## src/rtl/valor_inmediato_seg.sv

```systemverilog
// Immediate generator: decodes the immediate from inst/tipo and queues it.
// Latency 1: an entry pushed into an empty buffer is presented the next cycle.
// Backpressure: valid/ready on both sides; in_ready drops when PROF entries are held.
//
// Parameters:
//   XLEN   immediate width, 32 or 64
//   PROF   buffer depth in entries, 2..8
// Ports:
//   clk, rst_n          single clock, asynchronous active-low reset
//   in_valid/in_ready   upstream handshake carrying inst and tipo
//   inst[31:0]          full instruction word
//   tipo[2:0]           immediate format: I,S,B,U,J,Z,shamt,illegal (000..111)
//   out_valid/out_ready downstream handshake carrying inmediato and ilegal
//   inmediato[XLEN-1:0] generated immediate, zero when out_valid=0
//   ilegal              presented entry had tipo=111
//   cnt_ilegal[7:0]     saturating count of pushed tipo=111 entries
//                       (present only with VALOR_INMEDIATO_CNT_ILEGAL_EN defined)

module valor_inmediato_seg #(
  parameter int XLEN = 32,
  parameter int PROF = 2
) (
  input  logic            clk,
  input  logic            rst_n,
  input  logic            in_valid,
  output logic            in_ready,
  input  logic [31:0]     inst,
  input  logic [2:0]      tipo,
  output logic            out_valid,
  input  logic            out_ready,
  output logic [XLEN-1:0] inmediato,
  output logic            ilegal
`ifdef VALOR_INMEDIATO_CNT_ILEGAL_EN
  ,
  output logic [7:0]      cnt_ilegal
`endif
);

  localparam int PW = (PROF > 1) ? $clog2(PROF) : 1;
  localparam int CW = $clog2(PROF + 1);

  localparam logic [CW-1:0] PROF_C = CW'(PROF);
  localparam logic [PW-1:0] ULT_C  = PW'(PROF - 1);

  // ---------------------------------------------------------------------------
  // Decode (combinational, evaluated on the incoming word at push time)
  // ---------------------------------------------------------------------------
  logic [XLEN-1:0] imm_d;
  logic            ilegal_d;
  logic [11:0]     imm_s;
  logic [12:0]     imm_b;
  logic [20:0]     imm_j;
  logic [31:0]     imm_u;

  assign imm_s = {inst[31:25], inst[11:7]};
  assign imm_b = {inst[31], inst[7], inst[30:25], inst[11:8], 1'b0};
  assign imm_j = {inst[31], inst[19:12], inst[20], inst[30:21], 1'b0};
  assign imm_u = {inst[31:12], 12'd0};

  always_comb begin
    imm_d    = '0;
    ilegal_d = 1'b0;
    unique case (tipo)
      3'b000: imm_d = XLEN'($signed(inst[31:20]));
      3'b001: imm_d = XLEN'($signed(imm_s));
      3'b010: imm_d = XLEN'($signed(imm_b));
      3'b011: imm_d = XLEN'($signed(imm_u));
      3'b100: imm_d = XLEN'($signed(imm_j));
      3'b101: imm_d = XLEN'(inst[19:15]);
      3'b110: begin
        // RV64 shifts take a 6-bit amount, RV32 only 5 bits.
        if (XLEN == 64) imm_d = XLEN'(inst[25:20]);
        else            imm_d = XLEN'(inst[24:20]);
      end
      default: begin
        imm_d    = '0;
        ilegal_d = 1'b1;
      end
    endcase
  end

  // Opcode bits never contribute to any immediate.
  logic unused_opcode;
  assign unused_opcode = ^inst[6:0];

  // ---------------------------------------------------------------------------
  // FIFO state
  // ---------------------------------------------------------------------------
  logic [CW-1:0] count;
  logic [PW-1:0] wr_ptr;
  logic [PW-1:0] rd_ptr;
  logic          arranque;  // low in reset, set by the first edge afterwards
  logic [XLEN:0] mem [PROF];
  logic [XLEN:0] cabeza;
  logic          push;
  logic          pop;

  assign out_valid = (count != '0);
  assign in_ready  = arranque && (count < PROF_C);
  assign push      = in_valid && in_ready;
  assign pop       = out_valid && out_ready;

  function automatic logic [PW-1:0] sig_ptr(input logic [PW-1:0] p);
    return (p == ULT_C) ? '0 : p + PW'(1);
  endfunction

  always_ff @(posedge clk or negedge rst_n) begin
    if (!rst_n) begin
      arranque <= 1'b0;
      count    <= '0;
      wr_ptr   <= '0;
      rd_ptr   <= '0;
    end else begin
      arranque <= 1'b1;
      if (push) wr_ptr <= sig_ptr(wr_ptr);
      if (pop)  rd_ptr <= sig_ptr(rd_ptr);
      unique case ({push, pop})
        2'b10:   count <= count + CW'(1);
        2'b01:   count <= count - CW'(1);
        default: count <= count;
      endcase
    end
  end

  // Storage needs no reset: count=0 masks every entry.
  always_ff @(posedge clk) begin
    if (push) mem[wr_ptr] <= {ilegal_d, imm_d};
  end

  assign cabeza    = mem[rd_ptr];
  assign inmediato = out_valid ? cabeza[XLEN-1:0] : '0;
  assign ilegal    = out_valid & cabeza[XLEN];

`ifdef VALOR_INMEDIATO_CNT_ILEGAL_EN
  always_ff @(posedge clk or negedge rst_n) begin
    if (!rst_n) begin
      cnt_ilegal <= 8'd0;
    end else if (push && (tipo == 3'b111) && (cnt_ilegal != 8'hFF)) begin
      cnt_ilegal <= cnt_ilegal + 8'd1;
    end
  end
`endif

endmodule

```

## config.mk

```make
export PLATFORM = sky130hd
export DESIGN_NAME = valor_inmediato_seg
export DESIGN_NICKNAME = d
export VERILOG_FILES = /design/src/rtl/valor_inmediato_seg.sv
export SDC_FILE = /design/constraint.sdc
export NUM_CORES = 1
export LEC_CHECK = 0
export CAP_MARGIN = 20
export CORE_MARGIN = 2
export CORE_UTILIZATION = 50
export CTS_CLUSTER_SIZE = 10
export DETAILED_ROUTE_END_ITERATION = 8
export GPL_TIMING_DRIVEN = 0
export PLACE_DENSITY = 0.8
export RECOVER_POWER = 50
export SLEW_MARGIN = 40
export SYNTH_ARGS = -nofsm -noshare
export SYNTH_HDL_FRONTEND = slang
export SYNTH_SLANG_ARGS = --single-unit
```

## constraint.sdc

```tcl
create_clock -name clk -period 3.45 [get_ports clk]
set_clock_uncertainty 0.05 [all_clocks]
set_input_delay 0.69 -clock clk [delete_from_list [all_inputs] [get_ports clk]]
set_output_delay 0.69 -clock clk [all_outputs]
set_load 0.03 [all_outputs]
```

**Word-level counts from Yosys, hierarchy flattened**

Memory sizes are Yosys's and may differ from the RTL's.
Cells that the tools add are included.
Widths: inputs -> output; s select.

- Memory bits (writable): 66
- Word-level logic and storage cells: 34
- Bits in registers: 5
- Memories: 1

- Muxes and demuxes: 8
- Magnitude comparators: 1
- Bitwise gates (word level): 1
- Add/sub/neg operators: 4
- Eq/ne operators: 8
- Reduce and logical (&&, ||, !) cells: 7

Memory list:

| memory | depth | width | read ports | clocked after Yosys merged registers in | wr ports | RTL line | source |
|---|---|---|---|---|---|---|---|
| mem | 2 | 33 | 1 | 0 | 1 | 93 | `logic [XLEN:0] mem [PROF];` |

Operators with widths:

| operator | count |
|---|---|
| $pmux 32 s7 | 1 |
| $mux 32 | 1 |
| $eq 3x3->1 const B | 3 |
| $reduce_or 7->1 | 1 |
| $eq 3x2->1 const B | 2 |
| $mux 1 | 5 |
| $pmux 2 s2 | 1 |
| $reduce_bool 2->1 | 2 |
| $eq 3x1->1 const B | 1 |
| $logic_and 1x1->1 | 3 |
| $logic_not 3->1 | 1 |
| $add 1x1->1 const B | 2 |
| $add 2x1->2 const B | 1 |
| $eq 2x1->1 const B | 1 |
| $eq 2x2->1 const B | 1 |
| $lt 2x2->1 const B | 1 |
| $sub 2x1->2 const B | 1 |
| $and 1x1->1 | 1 |

**Longest topological paths before layout**

- Word-level depth: 5
- Gate-level depth with buffers: 7
- Mapped depth without buffers: 7

**Least setup slack after synthesis**

OpenSTA, ideal clock, no wires.

- Path kind: reg2reg
- From: register count[1]
- To: memory mem[0][0] (netlist name) (enable)
- Clock period less this slack: 3.021 ns
- Library setup time: 0.423 ns
- Cell stages (with the launch flop): 4
- Path slack: 0.429 ns
- Arrival: 2.548 ns
- Buffers on the path: 0
- Path through: dfrtp_1 nor2b_1 nand2_1 nor2_1

- Word-level cells in the longest chain between the ends: 5

Ends and longest elaborated chain:

| item | RTL line | source |
|---|---|---|
| start: declaration | 89 | `logic [CW-1:0] count;` |
| start signal: assignment | 118 | `2'b10: count <= count + CW'(1);` |
| start signal: assignment | 119 | `2'b01: count <= count - CW'(1);` |
| start signal: assignment | 120 | `default: count <= count;` |
| $lt 2x2->1 | 99 | `assign in_ready = arranque && (count < PROF_C);` |
| $logic_and 1x1->1 | 99 |  |
| named net in_ready | 26 | `output logic in_ready,` |
| $logic_and 1x1->1 | 100 | `assign push = in_valid && in_ready;` |
| $mux 1 | 127 | `if (push) mem[wr_ptr] <= {ilegal_d, imm_d};` |
| $mux 1 (implied by the code) | 127 |  |
| end: declaration | 93 |  |

The timed path passes the listed nets, and every way through them passes these cells.

**Worst setup path in the final report**

- From: register count[0]
- To: output port inmediato[20]

- Word-level cells in the longest chain between the ends: 2

Ends and longest elaborated chain:

| item | RTL line | source |
|---|---|---|
| $reduce_bool 2->1 | 98 | `assign out_valid = (count != '0);` |
| $mux 32 | 131 | `assign inmediato = out_valid ? cabeza[XLEN-1:0] : '0;` |
| end: declaration | 31 | `output logic [XLEN-1:0] inmediato,` |

No other way between the ends.

==> results.sh <==
export IMPL_grt_pass1_wl_um=10900
export IMPL_antennaDiodeCount=0
export IMPL_grt_use_total_pct=20.1
export IMPL_synth_edf_count=66
export IMPL_cp_slowest_stage_delay_ps=620
export IMPL_timing_reg2reg_setup_slack_ps=770
export IMPL_holdBufCountCts=0
export IMPL_switching_share_pct=37.5
export IMPL_syn_instance_count=241
export IMPL_post_cts_repair_setup_buffers=0
export IMPL_netlist_area_um2=3240
export IMPL_h_tree_depth=3
export IMPL_hold_violations=0
export IMPL_fin_setup_tns_ps=0
export IMPL_synth_top_cell_area_share_pct=61.2
export IMPL_cp_data_arrival_time_ps=2320
export IMPL_dp_cells=387
export IMPL_area_growth_pct=29.8
export IMPL_vias=2209
export IMPL_cts_buffers_inserted=9
export IMPL_critical_path_class="flip-flop to output port"
export IMPL_avgSynthCellArea_um2=13.4
export IMPL_cts_resized=0
export IMPL_slew_viol_final=0
export IMPL_drive_above_1_share_pct=8.59
export IMPL_max_slew_margin_pct=7.49
export IMPL_power_frac_seq_pct=33.5
export IMPL_irDropWorstVdd_v=0.000414
export IMPL_synth_cell_types=32
export IMPL_cts_root_buf="clkbuf_8"
export IMPL_yosysTopAreaCell="edfxtp_1"
export IMPL_synth_seq_area_share_pct=65.1
export IMPL_regArea_um2=2110
export IMPL_endpoint_kind="output port"
export IMPL_cpMaxStageDelayCell="clkdlybuf4s50_1"
export IMPL_placeableCoreArea_um2=6310
export IMPL_antenna_found_initial=0
export IMPL_synth_seq_cells=71
export IMPL_avgViaCountPerCell=5.48
export IMPL_remaining_drc_errors=0
export IMPL_dr_pass1_iters=4
export IMPL_synth_warnings=0
export IMPL_p_per_area_nw_per_um2=786
export IMPL_internal_power_mw=2.06
export IMPL_gr_total_overflow=0
export IMPL_die_x_um=84.5
export IMPL_ant_nets=0
export IMPL_p_switching_mw=1.24
export IMPL_drtIter0Drc=149
export IMPL_worst_pin_slew_ps=1390
export IMPL_fmax_mhz=326
export IMPL_instances_no_fill=403
export IMPL_gp_congestion=0.770
export IMPL_path_max_fanout=10
export IMPL_r2r_cells=5
export IMPL_min_path_type="flip-flop to flip-flop"
export IMPL_rsz0062_at_grt="false"
export IMPL_combPwrFrac_pct=46.6
export IMPL_synth_nets=281
export IMPL_clkSlewWorstSetupHoldPaths_ps=70
export IMPL_multi_input_area_um2=1040
export IMPL_start_kind="flip-flop"
export IMPL_p_clk_share_pct=19.8
export IMPL_wl_per_cell_um=17.0
export IMPL_pin_count=74
export IMPL_cts_sinks=71
export IMPL_layout_nets=361
export IMPL_yosys_top_cells_area="edfxtp_1 (61%), mux2i_1 (11%), nor2_1 (4.2%), dfrtp_1 (3.9%), a21o_1 (2.8%)"
export IMPL_path_cells="nor2_2 -> clkbuf_1 -> nor2_1 -> clkdlybuf4s50_1"
export IMPL_initial_core_util_pct=51.3
export IMPL_grt_max_degree=24
export IMPL_crit_start="count[0]$_DFFE_PN0P_"
export IMPL_synthArstFlopShare_pct=7.04
export IMPL_yosys_most_used_dff="edfxtp_1"
export IMPL_worstReg2RegEnd="mem[0][24]$_DFFE_PP_"
export IMPL_min_period_over_period_pct=88.8
export IMPL_clockBufferDepth=2
export IMPL_worstSetupEndpoint="inmediato[20]"
export IMPL_nFillCells=475
export IMPL_setup_viol=0
export IMPL_synthTopCellsByCount="edfxtp_1 (66), nor2_1 (36), mux2i_1 (34)"
export IMPL_wl_um=6850
export IMPL_hpwl_um=4840
export IMPL_rows=29
export IMPL_clock_latency_ps=340
export IMPL_port_buffers=66
export IMPL_r2r_start="count[1]$_DFFE_PN0P_"
export IMPL_max_cap_violations=0
export IMPL_post_route_min_period_ps=3060
export IMPL_p_leak_nw=1.62
export IMPL_dieArea_um2=7130
export IMPL_critical_path_required_ps=2710
export IMPL_run_status="finished, final reports clean"
export IMPL_grt_pass1_vias=2244
export IMPL_cts_tree="yes"
export IMPL_die_h_um=84.5
export IMPL_synth_most_common_cell="edfxtp_1"
final cells by class:
class / count / area share [%]
Timing Repair Buffer: 69 / 16.3
Sequential cell: 71 / 50.1
Multi-Input combinational cell: 153 / 24.7
Tap cell: 77 / 2.29
Clock buffer: 15 / 3.96
Clock inverter: 1 / 0.715
Buffer: 15 / 1.70
Inverter: 2 / 0.179
power groups by stage:
stage | registers [mW] | clock network (mW) | logic [mW]
2_1_floorplan | 1.12 | 0 | 0.957
3_3_place_gp | 1.12 | 0 | 1.52
3_5_place_dp | 1.13 | 0 | 1.57
4_1_cts | 1.11 | 0.660 | 1.58
5_1_grt | 1.12 | 0.690 | 1.64
6_report | 1.11 | 0.655 | 1.54
logic make-up after synthesis:
group	share of synthesized area, %
flops	65.1
mux	10.5
buf+inv	2.74
compound gates	9.28
simple gates	10.2
other cells	0.116
xor+xnor	1.35
fa+ha+maj	0.734
how the worst min path moves through the flow:
stage	from	endpoint	slack [ps]	cells after the start
detailed placement	count[1]$_DFFE_PN0P_	count[1]$_DFFE_PN0P_	460	1
global placement	wr_ptr$_DFFE_PN0P_	wr_ptr$_DFFE_PN0P_	420	1
global route	count[1]$_DFFE_PN0P_	count[1]$_DFFE_PN0P_	480	1
CTS	count[1]$_DFFE_PN0P_	count[1]$_DFFE_PN0P_	470	1
finish	count[1]$_DFFE_PN0P_	count[1]$_DFFE_PN0P_	470	1
floorplan	rst_n	arranque$_DFF_PN0_	340	0
through the flow:
step           hold WS (ps)  util, %  total power, mW  cell area (µm²)  worst slack [ps]
2_1_floorplan           344        -             2.07             3240               429
3_3_place_gp            425     63.3             2.65             3990              -467
3_5_place_dp            463     64.3             2.69             4060               719
4_1_cts                 473     67.4             3.34             4260               318
5_1_grt                 481     66.5             3.44             4200               214
6_report                468     66.5             3.30             4200               387
layout by cell type, fill, tap and decap left out, drive strengths merged, types with 8 or more instances in the layout:
cell type	n
clkdlybuf4s50	63
nor2b	11
nor2	37
a31oi	8
mux2i	34
buf	9
nand2	11
o21ai	10
clkbuf	24
edfxtp	66
a21o	12
sequential cells by signal, summed over array words and instances, names as in the netlist:
| signal | cells |
|---|---|
| arranque | 1 |
| count | 2 |
| mem | 66 |
| rd_ptr | 1 |
| wr_ptr | 1 |
critical path: cells and delay by family, from the launching register on:
family	cells	cell delay, ps
buf+inv	2	1080
flops	1	430
simple gates	2	470
metal layers:
layer / share of wire, % / track usage [%] / vias to the layer above
met4: 1.3 / 8.80 / 0
met5: 0 / 0 / -
met3: 5.0 / 5.11 / 11
li1: - / - / 1049
met1: 42 / 25.0 / 1079
met2: 52 / 33.5 / 70
(Power assumes the default switching activity.)
